**src/rtl/memory_arbiter_pkg.sv**
```systemverilog
// Shared types and widths for the fetch/data memory arbiter.
package memory_arbiter_pkg;
  localparam int XLEN     = 32;
  localparam int STARVE_W = 4;

  typedef enum logic [1:0] {
    ARB_IDLE,
    ARB_FETCH,
    ARB_DATA
  } arb_state_t;
endpackage

```
**src/rtl/memory_arbiter.sv**
```systemverilog
// Arbitrates a single-port unified memory between instruction fetch and the
// memory stage, favouring data with a bounded-starvation guard for fetch.
module memory_arbiter
  import memory_arbiter_pkg::*;
#(
  parameter int FETCH_STARVE_MAX = 4
) (
  input  logic            clk,
  input  logic            reset,
  input  logic            if_req,
  input  logic [XLEN-1:0] if_addr,
  input  logic            if_kill,
  output logic [XLEN-1:0] if_rdata,
  output logic            if_ready,
  input  logic            dm_req,
  input  logic            dm_we,
  input  logic [XLEN-1:0] dm_addr,
  input  logic [XLEN-1:0] dm_wdata,
  output logic [XLEN-1:0] dm_rdata,
  output logic            dm_ready,
  output logic            mem_req,
  output logic            mem_we,
  output logic [XLEN-1:0] mem_addr,
  output logic [XLEN-1:0] mem_wdata,
  input  logic            mem_done,
  input  logic [XLEN-1:0] mem_rdata
);

  localparam logic [STARVE_W-1:0] STARVE_MAX = STARVE_W'(FETCH_STARVE_MAX);

  arb_state_t          state;
  logic [STARVE_W-1:0] starve_cnt;
  logic                kill_flag;
  logic                fetch_ok;
  logic                starve_hit;

  function automatic logic [STARVE_W-1:0] starve_inc(input logic [STARVE_W-1:0] cnt);
    return (cnt >= STARVE_MAX) ? STARVE_MAX : cnt + 1'b1;
  endfunction

  assign fetch_ok   = if_req && !if_kill;
  assign starve_hit = (starve_cnt == STARVE_MAX);

  // A flush landing in the completion cycle must also suppress the pulse.
  assign if_ready = mem_done && (state == ARB_FETCH) && !kill_flag && !if_kill;
  assign dm_ready = mem_done && (state == ARB_DATA);
  assign if_rdata = if_ready ? mem_rdata : '0;
  assign dm_rdata = dm_ready ? mem_rdata : '0;

  always_ff @(posedge clk) begin
    if (reset) begin
      state      <= ARB_IDLE;
      starve_cnt <= '0;
      kill_flag  <= 1'b0;
      mem_req    <= 1'b0;
      mem_we     <= 1'b0;
      mem_addr   <= '0;
      mem_wdata  <= '0;
    end else begin
      case (state)
        ARB_IDLE: begin
          kill_flag <= 1'b0;
          if (dm_req && !(fetch_ok && starve_hit)) begin
            state     <= ARB_DATA;
            mem_req   <= 1'b1;
            mem_we    <= dm_we;
            mem_addr  <= dm_addr;
            mem_wdata <= dm_wdata;
            if (fetch_ok)
              starve_cnt <= starve_inc(starve_cnt);
            else if (!if_req)
              starve_cnt <= '0;
          end else if (fetch_ok) begin
            state      <= ARB_FETCH;
            mem_req    <= 1'b1;
            mem_we     <= 1'b0;
            mem_addr   <= if_addr;
            mem_wdata  <= '0;
            starve_cnt <= '0;
          end else if (!if_req) begin
            starve_cnt <= '0;
          end
        end
        ARB_FETCH: begin
          if (mem_done) begin
            state     <= ARB_IDLE;
            mem_req   <= 1'b0;
            kill_flag <= 1'b0;
          end else if (if_kill) begin
            kill_flag <= 1'b1;
          end
        end
        ARB_DATA: begin
          if (mem_done) begin
            state   <= ARB_IDLE;
            mem_req <= 1'b0;
          end
        end
        default: state <= ARB_IDLE;
      endcase
    end
  end

endmodule
```
**config.mk**
```make
export PLATFORM = sky130hd
export DESIGN_NAME = memory_arbiter
export DESIGN_NICKNAME = d
export VERILOG_FILES = /design/src/rtl/memory_arbiter_pkg.sv /design/src/rtl/memory_arbiter.sv
export SDC_FILE = /design/constraint.sdc
export NUM_CORES = 1
export LEC_CHECK = 0
export ABC_AREA = 1
export ABC_CLOCK_PERIOD_IN_PS = 1300
export BUFFER_PORTS_ARGS = -buffer_cell sky130_fd_sc_hd__buf_2
export CAP_MARGIN = 20
export CORE_MARGIN = 10
export CORE_UTILIZATION = 38
export DETAILED_ROUTE_END_ITERATION = 16
export GPL_ROUTABILITY_DRIVEN = 0
export MAX_ROUTING_LAYER = met4
export PLACE_DENSITY = 0.88
export SYNTH_ARGS = -nofsm -noshare
export SYNTH_HDL_FRONTEND = slang
export SYNTH_SLANG_ARGS = --single-unit
```
**constraint.sdc**
```tcl
create_clock -name clk -period 1.3 [get_ports clk]
set_input_delay 0.065 -clock clk [delete_from_list [all_inputs] [get_ports clk]]
set_output_delay 0.065 -clock clk [all_outputs]
set_load 0.03 [all_outputs]
```
==> impl_metrics.ini, run 1 <==
[status]
outcome = finished with violations
violations = setup timing

[pwr]
power_density_mw_per_mm2 = 1100
vdd_drop_max_v = 0.000922
power_leakage_nw = 4.43

[worst_setup_path]
regToRegEndpoint = mem_addr[12]$_SDFFE_PP0P_
rr_worst_depth = 12
crit_path_start_kind = register
path_class = reg -> out
arrival_ns = 1.73
reg2reg_slack_ns = -0.31
reg2reg_from = starve_cnt[0]$_SDFFE_PP0P_
required_ns = 1.24
worstPathMaxFanout = 6
end_kind = output port

[clocking]
clk_path_buf_depth = 2
cts-root-buf = clkbuf_8
clock_latency_ns = 0.37
cts.sinks = 73
cts-buffers-inserted = 9
cts_tree = yes
htree_levels = 3
clk_pin_slew_ns = 0.09

[place]
port_buffers = 266
post-place-ws_ns = -0.152
place_inst = 1032
dp_hpwl_um = 11600

[timing]
relSlewSlack_pct = 63.1
tns_ns = -43.95
grt_setup_unrepaired = yes
layout_setup_ws_ns = -0.499
period_minus_slack_ns = 1.80
slew_viol_final = 0
finalSetupViolCount = 137
fin_skew_ns = 0.0255
hold_viol_final = 0
fmax_ghz = 0.556
fin_crit_sh_pct = 138
worstMarginPinSlew_ns = 0.553

[routing]
drtIter0Drc = 528
wl_um = 25300
final_antenna_net_count = 0
drt_pass1_iterations = 6
wl_per_cell_um = 22.3
num_vias = 6131
route.detailed.drc = 0
post_drt_via_cell_ratio = 5.41

[global_routing]
top_usage_layer = met2
met1_usage_pct = 26.2
grt_pass1_wl_um = 30100
met2_usage_pct = 46.0
antenna_found_initial = 1
grt_use_met3_pct = 5.10
grt_overflow = 0
track_usage_pct = 25.9
grt_max_degree = 67
grt_pass1_vias = 5799

[logic_synthesis]
avgSynthCellArea_sq_um = 6.31
ys_warn_count = 0
synthesis.nets = 778
syn_inst = 637
synth_cell_type_count = 26
ys_seq_area_share_pct = 36.4
syn_area_sq_mm = 0.00402
ys_ff_latch = 73

[floorplan]
row_count = 37
start_util_pct = 38.9
die_h_um = 123
dieWidth_um = 123
io_pins = 267
die_area_sq_mm = 0.0151
coreArea_sq_mm = 0.0103

[hold_path]
hold_path_class = in -> reg
min_path_cells = 3
hold_path_end = mem_wdata[2]$_SDFFE_PP0P_
hold_start = dm_wdata[2]

[finish]
final_common_cell = buf_2
nets = 1132
layout.cells.non_filler = 1134
area_delta_synth_final_pct = 119
layout-drive-gt1-share_pct = 58.9
mostFrequentLayoutCells = buf_2, inv_1, nand2_1, nor2_4, buf_6

[flow_run]
maxCapViolCount = 0
-- state kept, by name, indices dropped and copies added (netlist names) --
signal      count
state           2
kill_flag       1
mem_wdata      32
mem_req         1
mem_we          1
starve_cnt      4
mem_addr       32
-- cell usage after synthesis (all sizes together) --
cell type,count,share of area (%)
nor3,3,0.37
ha,6,1.9
dfxtp,73,36
nand3,69,8.7
nor2,177,18
nand2,112,11
nand4,1,0.16
nand3b,1,0.19
or2,1,0.16
o21bai,1,0.19
inv,113,11
clkbuf,14,1.3
and2,1,0.16
buf,26,4.3
clkinv,1,0.093
a21oi,5,0.72
o211ai,33,6.2
-- power by group --
part           leakage (nW)  switching (mW)  internal [mW]
Combinational          3.73            2.95           2.03
Clock                0.0972           0.983          0.897
Sequential            0.605           0.240           2.57
-- worst max-delay path by stage --
stage                                end  depth (start not counted)                       start  slack (ns)
2_1_floorplan               if_rdata[10]                          7       state[1]$_SDFFE_PP0P_       -0.27
3_3_place_gp   mem_addr[12]$_SDFFE_PP0P_                         10  starve_cnt[1]$_SDFFE_PP0P_       -0.11
3_5_place_dp    mem_addr[4]$_SDFFE_PP0P_                         10  starve_cnt[1]$_SDFFE_PP0P_       -0.15
4_1_cts                     if_rdata[21]                          8       state[1]$_SDFFE_PP0P_       -0.41
5_1_grt                      if_rdata[0]                          8       state[1]$_SDFFE_PP0P_       -0.54
6_report                    dm_rdata[18]                          8       state[0]$_SDFFE_PP0P_       -0.50
-- per-stage QoR --
step / area [sq um] / total power [mW] / util, % / hold WS (ns)
floorplan: 4470 / 5.00 / - / 0.179
global placement: 6050 / 5.92 / 58.6 / 0.331
detailed placement: 6050 / 5.99 / 58.6 / 0.342
CTS: 7920 / 8.51 / 76.7 / 0.00111
global route: 8800 / 10.0 / 85.2 / 0.00144
finish: 8800 / 9.67 / 85.2 / 0.0110
-- critical path, cell delays in order, from the launching register on --
cell and delay, ns:
dfxtp_4 0.38, inv_2 0.10, buf_6 0.11, ha_4 0.15, nand2_8 0.10, buf_6 0.14
buf_16 0.12, nor2_2 0.11, buf_6 0.15
-- kinds of logic after synthesis --
logic type               count (synthesis)  synth area share, %
adder cells (fa/ha/maj)                  6                 1.87
buffers and inverters                  154                 16.3
AND/OR/NAND/NOR                        365                 38.4
flip-flops                              73                 36.4
AO/OA/AOI/OAI                           39                 7.07
-- cell type report --
cell class	instances	area, sq um
tap	136	170
clock inverter	6	66.3
inverter	114	447
clock buffer	10	128
antenna	2	5.00
timing repair buffer	383	3380
sequential	73	1470
fill	514	1530
multi-input combinational	410	3130
-- what timing repair did --
item / in CTS / in global routing
pin swaps: 13 / 71
setup buffers: 16 / 5
setup endpoints to repair: 136 / 137
cloned: 11 / 12
hold buffers: 47 / 0
hold endpoints to repair: 47 / 0
gates resized for setup: 214 / 175
-- metal layers --
| metal | vias up | part of all wire [%] |
|---|---|---|
| li1 | 2651 | - |
| met1 | 2837 | 33 |
| met2 | 491 | 50 |
| met3 | 152 | 10 |
| met4 | 0 | 6.4 |
| met5 | - | 0 |
(Power assumes the default switching activity.)
==> run 2: changes to the inputs <==
--- a/config.mk
+++ b/config.mk
@@ -15,6 +15,7 @@
 export GPL_ROUTABILITY_DRIVEN = 0
 export MAX_ROUTING_LAYER = met4
 export PLACE_DENSITY = 0.88
+export SETUP_SLACK_MARGIN = 0.02
 export SYNTH_ARGS = -nofsm -noshare
 export SYNTH_HDL_FRONTEND = slang
 export SYNTH_SLANG_ARGS = --single-unit
==> impl_metrics.ini, run 2 (synthesis results as in run 1) <==
[finish]
area_delta_synth_final_pct = 123
final_area_sq_mm = 0.00895
mostFrequentLayoutCells = buf_2, inv_1, dfxtp_1, nor2_1, nor2_4
layout.cells.non_filler = 1137
layout-drive-gt1-share_pct = 63.4
final_common_cell = buf_2
largestRegisters = mem_addr (32), mem_wdata (32), starve_cnt (4)
nets = 1134

[clocking]
cts.sinks = 73
clock_latency_ns = 0.38
clk_path_buf_depth = 2
htree_levels = 3
cts-root-buf = clkbuf_8
cts_tree = yes
cts-buffers-inserted = 9
clk_pin_slew_ns = 0.10

[routing]
post_drt_via_cell_ratio = 5.93
wl_met3_um = 3430
dr.max_layer_used = met4
drt_pass1_iterations = 6
route.met2.wl_um = 14200
final_antenna_net_count = 0
drtIter0Drc = 877
num_vias = 6746
route.detailed.drc = 0
wl_met1_um = 9420
wl_per_cell_um = 26.5
wl_um = 30100

[timing]
hold_viol_final = 0
fmax_ghz = 0.519
hold_ws_ns = 0.00189
period_minus_slack_ns = 1.93
fin_skew_ns = 0.0299
grt_setup_unrepaired = yes
relSlewSlack_pct = 67.6
finalSetupViolCount = 139
fin_crit_sh_pct = 148
worstMarginPinSlew_ns = 0.486
slew_viol_final = 0
layout_setup_ws_ns = -0.628

[global_routing]
grt_overflow = 0
grt_pass1_wl_um = 35500
antenna_found_initial = 4
grt_max_degree = 38
grt_pass1_vias = 6405
track_usage_pct = 30.9

[worst_setup_path]
reg2reg_slack_ns = -0.50
cp-endpoint = dm_rdata[0]
required_ns = 1.24
worstPathMaxFanout = 9
crit_start = state[1]$_SDFFE_PP0P_
rr_worst_depth = 12
crit_path_start_kind = register
path_class = reg -> out
end_kind = output port
reg2reg_from = starve_cnt[0]$_SDFFE_PP0P_
regToRegEndpoint = mem_addr[23]$_SDFFE_PP0P_
arrival_ns = 1.86

[floorplan]
coreArea_sq_mm = 0.0103
io_pins = 267
die_h_um = 123
die_area_sq_mm = 0.0151
start_util_pct = 38.9
dieWidth_um = 123
row_count = 37

[hold_path]
hold_path_class = in -> reg
hold_start = dm_wdata[28]

[place]
place_area_sq_mm = 0.00604
port_buffers = 266
post-place-ws_ns = -0.124
place_inst = 1029
dp_hpwl_um = 11700

[status]
violations = setup timing
outcome = finished with violations

[pwr]
power_leakage_nw = 4.57
power_density_mw_per_mm2 = 1180
vdd_drop_max_v = 0.000865

[flow_run]
maxCapViolCount = 0
run 2: cell types whose count changed in the layout (fill, tap and decap cells not counted), sizes merged:
cell	previous run	this run
dlygate4sd3	47	32
buf	326	350
diode	2	4
inv	115	112
clkinv	3	5
clkbuf	20	13
run 2: worst min-delay path by stage:
stage | end | slack (ns) | cells past startpoint
final | mem_wdata[28]$_SDFFE_PP0P_ | 0.002 | 3
after global routing | mem_wdata[29]$_SDFFE_PP0P_ | 0.01 | 3
after CTS | mem_addr[16]$_SDFFE_PP0P_ | 0.001 | 5
after detailed placement | mem_wdata[12]$_SDFFE_PP0P_ | 0.34 | 3
after global placement | mem_wdata[12]$_SDFFE_PP0P_ | 0.33 | 3
after floorplan | if_ready | 0.18 | 1
run 2: worst max-delay path, cell delays in order (launching register included):
cell     delay [ns]
dfxtp_2        0.37
buf_4          0.11
buf_4          0.12
ha_4           0.14
nand2_4        0.10
buf_12         0.17
nor2_1         0.23
buf_4          0.24
run 2: stage by stage:
step | setup TNS, ns | power (mW) | util [%]
CTS | -39.04 | 9.36 | 81.4
detailed placement | -9.81 | 6.00 | 58.6
global route | -58.60 | 10.9 | 86.7
global placement | -6.23 | 5.94 | 58.6
finish | -55.08 | 10.6 | 86.7
floorplan | -9.00 | 5.00 | -
run 2: final cells by class:
class / instances / area [sq um]
multi-input cells: 410 / 3260
fillers: 427 / 1380
well taps: 136 / 170
inverters: 114 / 459
clock buffers: 10 / 138
flip-flops and latches: 73 / 1470
diodes: 4 / 10.0
clock inverters: 5 / 56.3
repair buffers: 385 / 3390
run 2: timing repair:
action	in CTS	in global routing
setup buffers	24	16
hold buffers	32	0
gates resized for setup	269	143
endpoints found under the hold margin	32	0
setup endpoints to repair	138	139
cloned	27	2
pin swaps	77	74
run 2: power breakdown:
group          total, mW  switching, mW  internal [mW]  leakage, nW
clock               1.96           1.03          0.928       0.0981
sequential          2.85          0.283           2.57        0.605
combinational       5.77           3.38           2.39         3.86
total               10.6           4.69           5.89         4.57
run 2: routing by layer:
layer | up-vias | global-route usage [%]
met5 | - | -
met4 | 0 | 20.0
met2 | 722 | 54.1
met3 | 302 | 5.92
li1 | 2664 | -
met1 | 3058 | 30.8
==> run 3: changes to the inputs <==
--- a/config.mk
+++ b/config.mk
@@ -10,11 +10,11 @@
 export BUFFER_PORTS_ARGS = -buffer_cell sky130_fd_sc_hd__buf_2
 export CAP_MARGIN = 20
 export CORE_MARGIN = 10
-export CORE_UTILIZATION = 38
+export CORE_UTILIZATION = 35
 export DETAILED_ROUTE_END_ITERATION = 16
 export GPL_ROUTABILITY_DRIVEN = 0
 export MAX_ROUTING_LAYER = met4
-export PLACE_DENSITY = 0.88
+export PLACE_DENSITY = 0.83
 export SETUP_SLACK_MARGIN = 0.02
 export SYNTH_ARGS = -nofsm -noshare
 export SYNTH_HDL_FRONTEND = slang
==> constraint.sdc (replaced) <==
create_clock -name clk -period 1.3 [get_ports clk]
set_input_delay 0.26 -clock clk [delete_from_list [all_inputs] [get_ports clk]]
set_output_delay 0.26 -clock clk [all_outputs]
set_load 0.03 [all_outputs]
==> impl_metrics.ini, run 3 (synthesis results as in run 1) <==
[clocking]
clk_pin_slew_ns = 0.06
cts-root-buf = clkbuf_16
clk_path_buf_depth = 2
cts-buffers-inserted = 9
cts_tree = yes
cts.sinks = 73
clock_latency_ns = 0.33
ctsHoldBuffers = 0
htree_levels = 3

[timing]
relSlewSlack_pct = 84.4
fin_skew_ns = 0.0105
fin_crit_sh_pct = 144
fmax_ghz = 0.535
worstMarginPinSlew_ns = 0.233
layout_setup_ws_ns = -0.571
grt_setup_unrepaired = yes
slew_viol_final = 0
period_minus_slack_ns = 1.87
finalSetupViolCount = 139
hold_viol_final = 0

[routing]
wl_per_cell_um = 18.2
drtIter0Drc = 369
drt_pass1_iterations = 5
route.detailed.drc = 0
num_vias = 5365
post_drt_via_cell_ratio = 4.87
final_antenna_net_count = 0
wl_um = 20000

[worst_setup_path]
arrival_ns = 1.61
path_class = reg -> out
crit_path_start_kind = register
cp_common_cell = buf_6
crit_path_cell_trace = buf_6 > inv_4 > ha_4 > nand2_8 > buf_6 > buf_12 > nor2_4 > buf_6
reg2reg_slack_ns = -0.29
crit_path_top_delay_cell = dfxtp_4
required_ns = 1.04
worstPathMaxFanout = 6
end_kind = output port
critical-path-max-stage-delay_ns = 0.36

[pwr]
vdd_drop_max_v = 0.000798
netSwitchingPower_mw = 4.01
combPwrFrac_pct = 48.5
power_leakage_nw = 4.21
power_density_mw_per_mm2 = 1210
power.internal_mw = 6.12
pwr-share-seq_pct = 27.8
clock_power_share_pct = 23.7
power.share.switching_pct = 39.6

[status]
outcome = finished with violations
violations = setup timing

[global_routing]
grt_pass1_vias = 5465
antenna_found_initial = 2
track_usage_pct = 22.7
grt_overflow = 0
grt_pass1_wl_um = 29300
grt_max_degree = 67

[place]
dp_hpwl_um = 11700
port_buffers = 266
place_area_sq_mm = 0.00631

[floorplan]
die_area_sq_mm = 0.0162
start_util_pct = 35.5
dieWidth_um = 127
die_h_um = 127
coreArea_sq_mm = 0.0113
io_pins = 267
row_count = 39

[finish]
largestRegisters = mem_addr (32), mem_wdata (32), starve_cnt (4)
area_delta_synth_final_pct = 109
nets = 1094
seq_area_sq_mm = 0.00147
final_area_sq_mm = 0.00840
fin_util_pct = 74.2
fillCellCount = 740
final_common_cell = buf_2
mostFrequentLayoutCells = buf_2, nor2_4, inv_1, buf_6, nand2_1
layout-drive-gt1-share_pct = 59.2
multi_input_area_sq_mm = 0.00308

[hold_path]
hold_path_class = in -> reg

[flow_run]
maxCapViolCount = 0
[run 3: cell types whose count changed in the layout (fill, tap and decap cells not counted), moves of 25 or more]
cell / change
buf_4: -25
buf_6: +30
dlygate4sd3_1: -32
nand2_1: +32
nand3_1: +32
nand3_2: -26
nor2_2: -35
nor2_4: +38
[run 3: layer usage]
metal,global-route usage (%),up-vias,wire (um)
li1,-,2574,-
met1,23.3,2475,7290
met2,40.1,257,10500
met3,6.04,59,1420
met4,9.51,0,775
met5,-,-,0
[run 3: worst max-delay path: cells and delay by family (launching register included)]
kind | cells | cell delay, ns
buffers and inverters | 5 | 0.59
adders and majority gates | 1 | 0.15
DFF | 1 | 0.36
and+or+nand+nor | 2 | 0.19
[run 3: worst paths after layout]
check,start,endpoint,depth (start not counted)
worst max-delay path,state[0]$_SDFFE_PP0P_,dm_rdata[15],8
worst min-delay path,dm_wdata[24],mem_wdata[24]$_SDFFE_PP0P_,3
worst max register to register,state[0]$_SDFFE_PP0P_,mem_wdata[20]$_SDFFE_PP0P_,9
worst min register to register,mem_wdata[25]$_SDFFE_PP0P_,mem_wdata[25]$_SDFFE_PP0P_,4
[run 3: repair_timing]
| item | CTS | global route |
|---|---|---|
| buffers inserted | 22 | 9 |
| setup endpoints to repair | 139 | 139 |
| gates resized for setup | 257 | 104 |
| pin swaps | 55 | 49 |
| cloned | 17 | 6 |
[run 3: power by group through the flow]
stage          registers (mW)  logic [mW]  clock network [mW]
3_3_place_gp             2.77        3.30                   0
4_1_cts                  2.80        4.65                2.43
2_1_floorplan            3.42        1.71                   0
6_report                 2.82        4.92                2.40
3_5_place_dp             2.78        3.34                   0
5_1_grt                  2.86        5.21                2.54
[run 3: per-stage QoR]
stage	hold slack [ns]	total power [mW]	TNS, ns	std cells	setup slack, ns
after floorplan	0.436	5.12	-15.81	637	-0.461
after global placement	0.498	6.06	-26.26	1045	-0.268
after detailed placement	0.515	6.12	-28.83	1045	-0.308
after CTS	0.196	9.88	-50.64	1098	-0.556
after global routing	0.199	10.6	-57.91	1102	-0.623
final	0.193	10.1	-49.71	1102	-0.571
[run 3: layout make-up]
class                           instances  share of cell area, %
Tap cell                              143                   2.13
Antenna cell                            2                 0.0596
Sequential cell                        73                   17.5
Timing Repair Buffer                  344                   34.8
Clock buffer                           12                   2.82
Multi-Input combinational cell        410                   36.6
Inverter                              114                   5.38
Clock inverter                          3                  0.506
Timing Repair inverter                  1                  0.238
